===== src/rtl/mem_access_stage.sv =====
// Memory stage: EX/MEM register, data-memory req/ack access FSM with timeout,
// MEM/WB register and MEM-stage forwarding outputs.
module mem_access_stage #(
  parameter int unsigned TIMEOUT = 64
) (
  input  logic        clk,
  input  logic        rst_n,
  input  logic        ex_valid,
  input  logic [15:0] ex_alu_result,
  input  logic [15:0] ex_store_data,
  input  logic        ex_mem_read,
  input  logic        ex_mem_write,
  input  logic        ex_reg_write,
  input  logic [3:0]  ex_rd,
  input  logic        flush,
  output logic        stall_out,
  output logic        dmem_req,
  output logic        dmem_we,
  output logic [15:0] dmem_addr,
  output logic [15:0] dmem_wdata,
  input  logic        dmem_ack,
  input  logic [15:0] dmem_rdata,
  output logic        fwd_valid,
  output logic [3:0]  fwd_rd,
  output logic [15:0] fwd_data,
  output logic        load_pending,
  output logic        wb_valid,
  output logic        wb_reg_write,
  output logic [3:0]  wb_rd,
  output logic [15:0] wb_data,
  output logic        mem_err
);

  localparam int unsigned DW      = 16;
  localparam int unsigned RW      = 4;
  localparam int unsigned CNT_W   = (TIMEOUT > 1) ? $clog2(TIMEOUT) : 1;
  localparam int unsigned TO_LAST = (TIMEOUT == 0) ? 0 : TIMEOUT - 1;
  localparam bit          TO_EN   = (TIMEOUT != 0);

  typedef enum logic {
    IDLE   = 1'b0,
    ACCESS = 1'b1
  } state_t;

  state_t           state;
  logic             em_valid;
  logic [DW-1:0]    em_alu;
  logic             em_mem_read;
  logic             em_mem_write;
  logic             em_reg_write;
  logic [RW-1:0]    em_rd;
  logic [CNT_W-1:0] cnt;

  logic in_access;
  logic timeout_hit;
  logic capture;
  logic cap_valid;
  logic cap_mem;
  logic read_done;

  // Stall/capture decode; the ack or timeout cycle releases the pipeline
  always_comb begin
    in_access   = (state == ACCESS);
    timeout_hit = TO_EN & in_access & ~dmem_ack & (cnt == CNT_W'(TO_LAST));
    stall_out   = in_access & ~dmem_ack & ~timeout_hit;
    capture     = ~stall_out;
    cap_valid   = ex_valid & ~flush;
    cap_mem     = cap_valid & (ex_mem_read | ex_mem_write);
    // Read+write together is treated as a write, so no rdata is taken
    read_done   = in_access & dmem_ack & em_mem_read & ~em_mem_write;
  end

  assign fwd_rd   = em_rd;
  assign fwd_data = em_alu;

  // EX/MEM register and forwarding flags, held while an access is outstanding
  always_ff @(posedge clk or negedge rst_n) begin
    if (!rst_n) begin
      em_valid     <= 1'b0;
      em_alu       <= '0;
      em_mem_read  <= 1'b0;
      em_mem_write <= 1'b0;
      em_reg_write <= 1'b0;
      em_rd        <= '0;
      fwd_valid    <= 1'b0;
      load_pending <= 1'b0;
    end else if (capture) begin
      em_valid     <= cap_valid;
      em_alu       <= ex_alu_result;
      em_mem_read  <= ex_mem_read;
      em_mem_write <= ex_mem_write;
      em_reg_write <= ex_reg_write;
      em_rd        <= ex_rd;
      fwd_valid    <= cap_valid & ex_reg_write & ~ex_mem_read;
      load_pending <= cap_valid & ex_reg_write & ex_mem_read;
    end
  end

  // Access FSM with registered bus outputs and timeout counter
  always_ff @(posedge clk or negedge rst_n) begin
    if (!rst_n) begin
      state      <= IDLE;
      cnt        <= '0;
      dmem_req   <= 1'b0;
      dmem_we    <= 1'b0;
      dmem_addr  <= '0;
      dmem_wdata <= '0;
    end else if (capture) begin
      if (cap_mem) begin
        state      <= ACCESS;
        cnt        <= '0;
        dmem_req   <= 1'b1;
        dmem_we    <= ex_mem_write;
        dmem_addr  <= ex_alu_result;
        dmem_wdata <= ex_store_data;
      end else begin
        state    <= IDLE;
        dmem_req <= 1'b0;
        dmem_we  <= 1'b0;
      end
    end else begin
      cnt <= cnt + CNT_W'(1);
    end
  end

  // MEM/WB register and sticky timeout error
  always_ff @(posedge clk or negedge rst_n) begin
    if (!rst_n) begin
      wb_valid     <= 1'b0;
      wb_reg_write <= 1'b0;
      wb_rd        <= '0;
      wb_data      <= '0;
      mem_err      <= 1'b0;
    end else begin
      if (capture) begin
        wb_valid     <= em_valid;
        wb_reg_write <= em_valid & em_reg_write & ~timeout_hit;
        wb_rd        <= em_rd;
        wb_data      <= read_done ? dmem_rdata : em_alu;
      end
      if (timeout_hit) begin
        mem_err <= 1'b1;
      end
    end
  end

endmodule


===== config.mk =====
export PLATFORM = sky130hd
export DESIGN_NAME = mem_access_stage
export DESIGN_NICKNAME = d
export VERILOG_FILES = /design/src/rtl/mem_access_stage.sv
export SDC_FILE = /design/constraint.sdc
export NUM_CORES = 1
export LEC_CHECK = 0
export CAP_MARGIN = 20
export CORE_MARGIN = 2
export CORE_UTILIZATION = 25
export CTS_CLUSTER_DIAMETER = 80
export DETAILED_ROUTE_END_ITERATION = 8
export PLACE_DENSITY = 0.55
export SLEW_MARGIN = 20
export SYNTH_ARGS = -nofsm -noshare
export SYNTH_HDL_FRONTEND = slang
export SYNTH_SLANG_ARGS = --single-unit

===== constraint.sdc =====
create_clock -name clk -period 1.75 [get_ports clk]
set_input_delay 0.35 -clock clk [delete_from_list [all_inputs] [get_ports clk]]
set_output_delay 0.35 -clock clk [all_outputs]
set_load 0.005 [all_outputs]

---- Word-level counts from Yosys, hierarchy flattened ----
Cells that the tools add are included.
Widths: inputs -> output; s select.
word-level totals
  bits in registers ....................... 89
  input bits .............................. 60
  output and inout bits ................... 80
  logic and storage cells ................. 47
cells by class
  $add $sub $neg .......................... 1
  eq/ne operators ......................... 1
  muxes and demuxes ....................... 5
  bitwise logic cells ..................... 20
  reductions and logical operators ........ 2
operators by type and width
  kind                 count
  $mux 16              1
  $and 1x1->1          13
  $mux 6               2
  $add 6x1->6 const B  1
  $eq 6x6->1 const B   1
  $not 1->1            6
  $mux 1               2
  $reduce_and 2->1     1
  $reduce_bool 2->1    1
  $or 1x1->1           1

---- Longest topological paths before layout ----
  word-level depth ........................ 7
  depth in mapped cells ................... 8
  mapped depth without buffers ............ 5

---- Worst setup path before layout ----
OpenSTA, ideal clock, no wires.
  kind .................................... reg2reg
  from .................................... register cnt[0]
  to ...................................... register dmem_addr[10]
  library setup time ...................... 0.125 ns
  arrival time ............................ 1.580 ns
  data required time ...................... 1.625 ns
  slack ................................... 0.045 ns
  stages on the path, launching flop included .. 7
  path buffers ............................ 2
  clock period less this slack ............ 1.705 ns
  path through ............................ dfrtp_1 ha_1 a31o_4 buf_6 nand2_4 buf_6 mux2_4
on the way
  longest elaborated chain between the ends .. 6
RTL lines
  what                               line  RTL
  start: declaration                 52    logic [CNT_W-1:0] cnt;
  start signal: assignment           122   cnt <= cnt + CNT_W'(1);
  $eq 6x6->1                         64    timeout_hit = TO_EN & in_access & ~dmem_ack & (cnt == CNT_W'(TO_LAST));
  $and 1x1->1                        64
  $not 1->1                          65    stall_out = in_access & ~dmem_ack & ~timeout_hit;
  $and 1x1->1                        65
  $not 1->1 (no source line)         --
  $reduce_and 2->1 (no source line)  --
  end signal: assignment             114   dmem_addr <= ex_alu_result;
  end: declaration                   19    output logic [15:0] dmem_addr,
No other way between the ends.
A chain may end at the register's enable or synchronous reset.

---- Worst setup path after layout ----
  from .................................... register cnt[4]
  to ...................................... register dmem_addr[0]
Same word-level chain as after synthesis.

==> impl_metrics.tcl <==
set metrics [dict create \
    outcome "finished clean" \
    gr-usage-met1_pct 16.0 \
    finalSetupViolations 0 \
    worstPathCellList "and3_4, a31o_4, buf_4, nand2_4, buf_12, mux2_2" \
    avgSynthCellArea_um2 11.6 \
    antennaDiodeCount 0 \
    cp-end-kind "flip-flop" \
    rows 44 \
    final_nets 541 \
    ys_seq_area_share_pct 59.8 \
    drv_slew 0 \
    synthCells 321 \
    drt-initial-drc-count 114 \
    critPathRequiredTime_ns 1.98 \
    hold_class "in2async" \
    yosys_warnings 0 \
    postRouteAntennaNets 0 \
    cap_violations 0 \
    final.fill_count 1463 \
    synth.ff_latch_count 89 \
    routed_wl_mm 10.2 \
    synthesis.nets 382 \
    drc_errors 0 \
    cp.buffers_inverters 2 \
    finalNonFillerCells 669 \
    gr-usage-met3_pct 5.10 \
    grt_max_degree 53 \
    busiest_layer "met2" \
    clkSinkCount 89 \
    period_minus_slack_ns 1.69 \
    cts_tree "built" \
    antenna_found_initial 0 \
    area_delta_synth_final_pct 58.0 \
    cts.clk_slew.worst_paths_ns 0.06 \
    viasPerCell 4.30 \
    insertion_delay_ns 0.34 \
    finalClockSkew_ns 0.00730 \
    dpl_cell_area_um2 5450 \
    cp-start-kind "flip-flop" \
    power_mw 6.14 \
    vias 2874 \
    overflow 0 \
    syn-cell-area_um2 3720 \
    h-tree-depth 3 \
    max_stage_delay_ns 0.38 \
    post-route-util_pct 40.5 \
    track_usage_pct 12.8 \
    setup_tns_ns 0 \
    core_area_um2 14500 \
    cp_max_fo 11 \
    gp_congestion 0.767 \
    irDropWorstVdd_uv 564 \
    power_leakage_nw 2.78 \
    hpwl_mm 7.01 \
    maxSlewHeadroom_pct 56.3 \
    crit_slowest_cell "dfrtp_1" \
    grt_pass1_vias 3100 \
    met2_usage_pct 20.8 \
    die-area_um2 15900 \
    first_pass_iters 5 \
    cts-buffers-inserted 9 \
    tightest_slew_ns 0.649 \
    max_freq_mhz 592 \
    min_period_over_period_pct 96.6 \
    die_x_um 126 \
    cts_max_path_buffers 2 \
    wire_per_inst_um 15.2 \
    crit_family "flip-flops" \
    critPathKind "reg2reg" \
    start_util_pct 25.6 \
    stdcell_area_um2 5880 \
    die-height_um 126 \
    final-hold-violation-count 0 \
    portBuffers 139 \
    grt_pass1_wl_mm 16.2 \
    worst-r2r-setup-slack_ns 0.06 \
    root_buffer "clkbuf_16" \
    ys_types 28 \
    cp.arrival_ns 1.92 \
    power.density_nw_per_um2 1040 \
    dp_cells 647 \
    ios 140 \
    drive_above_1_share_pct 16.5 \
]
## registers in the layout (all words and copies together) (netlist names)
register      cells
dmem_addr        16
dmem_wdata       16
fwd_data         16
wb_data          16
cnt               6
fwd_rd            4
wb_rd             4
dmem_we           1
em_mem_read       1
em_mem_write      1
em_reg_write      1
em_valid          1
fwd_valid         1
in_access         1
load_pending      1
mem_err           1
wb_reg_write      1
wb_valid          1
## through the flow
step	hold slack, ns	worst slack [ns]
finish	0.428	0.0595
global route	0.453	-0.00567
CTS	0.436	0.0365
detailed placement	0.227	-0.364
global placement	0.227	-0.386
floorplan	0.0544	0.0449
## cell usage after synthesis (all sizes together)
library cell | count | share of area, %
xnor2 | 1 | 0.24
o21a | 1 | 0.20
o22ai | 2 | 0.34
nor2 | 1 | 0.10
a21oi | 3 | 0.40
and3 | 1 | 0.30
nor3 | 1 | 0.13
a22o | 1 | 0.24
nand2 | 114 | 12
clkbuf | 3 | 0.30
nor2b | 2 | 0.34
ha | 1 | 0.34
nand4b | 1 | 0.24
mux2i | 16 | 4.3
buf | 14 | 2.6
nand2b | 1 | 0.17
o21bai | 1 | 0.20
o21ai | 22 | 3.0
a31o | 1 | 0.47
o31ai | 1 | 0.20
dfrtp | 89 | 60
inv | 1 | 0.10
xor2 | 2 | 0.47
mux2 | 32 | 13
nand3 | 9 | 1.2
## path summary, 6_finish.rpt
| check | from | endpoint | cells past startpoint |
|---|---|---|---|
| max | cnt[4]$_DFFE_PN0P_ | dmem_addr[0]$_DFFE_PN0P_ | 6 |
| min | rst_n | wb_rd[1]$_DFFE_PN0N_ | 2 |
| max reg2reg | cnt[4]$_DFFE_PN0P_ | dmem_addr[0]$_DFFE_PN0P_ | 6 |
| min reg2reg | wb_rd[0]$_DFFE_PN0N_ | wb_rd[0]$_DFFE_PN0N_ | 2 |
| max in group asynchronous | rst_n | dmem_wdata[11]$_DFFE_PN0P_ | 3 |
| min in group clk | wb_rd[0]$_DFFE_PN0N_ | wb_rd[0]$_DFFE_PN0N_ | 2 |
## power breakdown
part | total [mW] | leakage (nW) | internal, mW | switching, mW
clock network | 2.19 | 0.164 | 1.40 | 0.796
registers | 2.54 | 1.08 | 2.35 | 0.188
logic | 1.40 | 1.54 | 0.938 | 0.462
total | 6.14 | 2.78 | 4.69 | 1.45
## per-layer routing
layer,up-vias,part of all wire (%),routed length (µm)
met2,84,48,4850
met4,0,1.2,121
li1,1374,-,-
met5,-,0,0
met3,11,6.8,686
met1,1405,44,4490
## cell type report
| type | instances | area (µm²) | share of cell area (%) |
|---|---|---|---|
| inverters | 1 | 3.75 | 0.0638 |
| flip-flops and latches | 89 | 2230 | 37.9 |
| clock inverters | 5 | 104 | 1.77 |
| well taps | 184 | 230 | 3.91 |
| multi-input cells | 214 | 1400 | 23.8 |
| repair buffers | 165 | 1690 | 28.7 |
| clock buffers | 11 | 233 | 3.96 |
## logic make-up after synthesis
group,synth area share [%]
xor+xnor,0.706
mux,17.0
flops,59.8
compound gates,5.01
fa+ha+maj,0.336
simple gates,14.2
buf+inv,2.96
## placed cells by master (no fill, tap or decap), types with 3 or more instances in the layout
cell type / instances
buf_12: 4
a21oi_1: 3
buf_4: 19
o21ai_0: 22
dfrtp_1: 89
nand2_1: 113
bufinv_16: 3
mux2i_1: 16
mux2_4: 30
clkbuf_16: 11
nand3_1: 9
clkdlybuf4s50_1: 137
## what timing repair did
item / CTS / global route
buffers inserted: 2 / 1
endpoints found under the setup margin: 1 / 28
endpoints found under the hold margin: 14 / 0
gates cloned: 0 / 2
resized for setup: 6 / 2
pin swaps: 2 / 2
hold buffers: 1 / 0
Power figures use the tool's default switching activity.
==> RTL edit: new RTL, same settings <==
Reset style: synchronous (`rst_n`), changed in 3 clocked blocks.
--- a/src/rtl/mem_access_stage.sv
+++ b/src/rtl/mem_access_stage.sv
@@ -74,7 +74,7 @@
   assign fwd_data = em_alu;
 
   // EX/MEM register and forwarding flags, held while an access is outstanding
-  always_ff @(posedge clk or negedge rst_n) begin
+  always_ff @(posedge clk) begin
     if (!rst_n) begin
       em_valid     <= 1'b0;
       em_alu       <= '0;
@@ -97,7 +97,7 @@
   end
 
   // Access FSM with registered bus outputs and timeout counter
-  always_ff @(posedge clk or negedge rst_n) begin
+  always_ff @(posedge clk) begin
     if (!rst_n) begin
       state      <= IDLE;
       cnt        <= '0;
@@ -124,7 +124,7 @@
   end
 
   // MEM/WB register and sticky timeout error
-  always_ff @(posedge clk or negedge rst_n) begin
+  always_ff @(posedge clk) begin
     if (!rst_n) begin
       wb_valid     <= 1'b0;
       wb_reg_write <= 1'b0;
Function: differs if rst_n is asserted again (counterexample within 4 cycles, from zero or initial values and one cycle with rst_n low); with rst_n held inactive, the same outputs for 10 cycles.
==> RTL edit against the unedited design <==
- worst setup slack better by 0.0065 ns
- design area is 7.2% lower
- routed wire length grew 2.4%
- sequential cell count stayed put
- hold slack gained 0.027 ns
- clock skew grew 0.0011 ns
- via count rose by 19%
- synthesized area shrank 6.0%
- largest cell class unchanged
Power is not compared: it rests on default switching activity, and its combinational part moved more than twofold at a synthesized area within 25%.
==> RTL edit: results (changes against the unedited design) <==
[sta]
slew_headroom_pct=73.77  ; +17 points

[synthesis]
ys_seq_area_share_pct=50.89  ; -8.9 points
ys_types=28  ; unchanged
synth.area.top_cells=sky130_fd_sc_hd__dfxtp_1, sky130_fd_sc_hd__a21oi_1, sky130_fd_sc_hd__nand2_1
top_post_synthesis_cells_by_count=sky130_fd_sc_hd__dfxtp_1, sky130_fd_sc_hd__a21oi_1, sky130_fd_sc_hd__nand2_1
synth.net_count=470  ; +23%
proportion_of_register_bits_with_asynchronous_set_or_reset_after_synthesis_pct=0  ; -100 points

[detailed_routing]
detailedRoute.firstPassIterationCount=4  ; -1
routed-via-count=3410  ; +19%
drt_iter0_drc=161  ; +41%
routed_length_per_placed_instance_um=14.23  ; -6.2%

[place]
post-dp-hpwl_um=7156  ; +2.1%
dpl_worst_slack_ns=-0.3155  ; +0.04842 ns
gp_routability_congestion=0.7554  ; -1.5%
placedInstanceArea_mm2=0.005166  ; -5.2%

[grt]
grt_first_pass_wirelength_um=16430  ; +1.7%
number_of_global_route_vias_before_repair=3308  ; +6.7%
grt_start_max_net_pins=69  ; +30%
groute.usage.overall_pct=13.93  ; +1.1 points

[setup_path]
cp_max_fo=3  ; -8
critPathArrivalTime_ns=1.33  ; -0.59 ns
worstRegToRegCells=7  ; +1

[clock_network]
numCtsBuffers=9  ; unchanged
cts-root-to-sink-buffers=2  ; unchanged

[final_layout]
post_route_cells_drive_above_1_share_pct=9.256  ; -7.2 points
layout.nets=607  ; +12%

[min_path]
min_path_type=reg2reg

[status]
outcome=finished clean

==> RTL edit: power by group <==
part	leakage [uW]	switching [uW]	internal, uW
Combinational	0.00120	241	364
Sequential	0.000731	56.4	2120
Clock	0.000144	765	1140
==> RTL edit: kinds of logic after synthesis <==
group                    count (synthesis)  share of synthesized area (%)
adder cells (fa/ha/maj)                  1                         0.3573
XOR/XNOR                                 1                         0.2502
AND/OR/NAND/NOR                        135                          17.01
flip-flops                              89                          50.89
buffers and inverters                   38                          6.076
multiplexers                            17                          4.861
AO/OA/AOI/OAI                          128                          20.55
==> RTL edit: final timing paths <==
| kind | start | end | slack [ns] |
|---|---|---|---|
| worst max-delay path | dmem_ack | stall_out | 0.07 |
| worst min-delay path | em_reg_write$_SDFFE_PN0N_ | em_reg_write$_SDFFE_PN0N_ | 0.45 |
| worst max register to register | cnt[1]$_SDFFE_PN0P_ | wb_data[0]$_SDFFE_PN0N_ | 0.14 |
| worst min register to register | em_reg_write$_SDFFE_PN0N_ | em_reg_write$_SDFFE_PN0N_ | 0.45 |
==> RTL edit: metrics by stage <==
stage	cells	total power, uW
2_1_floorplan	409	2431
3_3_place_gp	715	2827
3_5_place_dp	715	2839
4_1_cts	731	4777
5_1_grt	731	4925
6_report	731	4692
==> RTL edit: cell type report <==
class | count | area [um2]
Sequential cell | 89 | 1783
Tap cell | 180 | 225.2
Inverter | 2 | 7.507
Fill cell | 1414 | 8313
Clock inverter | 3 | 40.04
Timing Repair Buffer | 162 | 1622
Clock buffer | 13 | 250.2
Multi-Input combinational cell | 282 | 1533
==> RTL edit: critical path, stage by stage <==
cell and delay [ns]:
sky130_fd_sc_hd__clkdlybuf4s50_1 0.47, sky130_fd_sc_hd__and2b_2 0.24, sky130_fd_sc_hd__o21ai_4 0.07, sky130_fd_sc_hd__inv_2 0.06, sky130_fd_sc_hd__buf_2 0.14
==> RTL edit: repair_timing <==
action                     CTS  global route
buffers inserted             0             0
resized for setup            7             0
setup endpoints to repair    1             0
==> RTL edit: metal layers <==
metal / vias up / routed length (um) / global-route usage [%]
met2: 95 / 4867 / 22.81
met1: 1599 / 4645 / 17.09
met4: 0 / 137 / 4.310
met5: - / 0 / 0
li1: 1706 / - / -
met3: 10 / 752 / 5.019
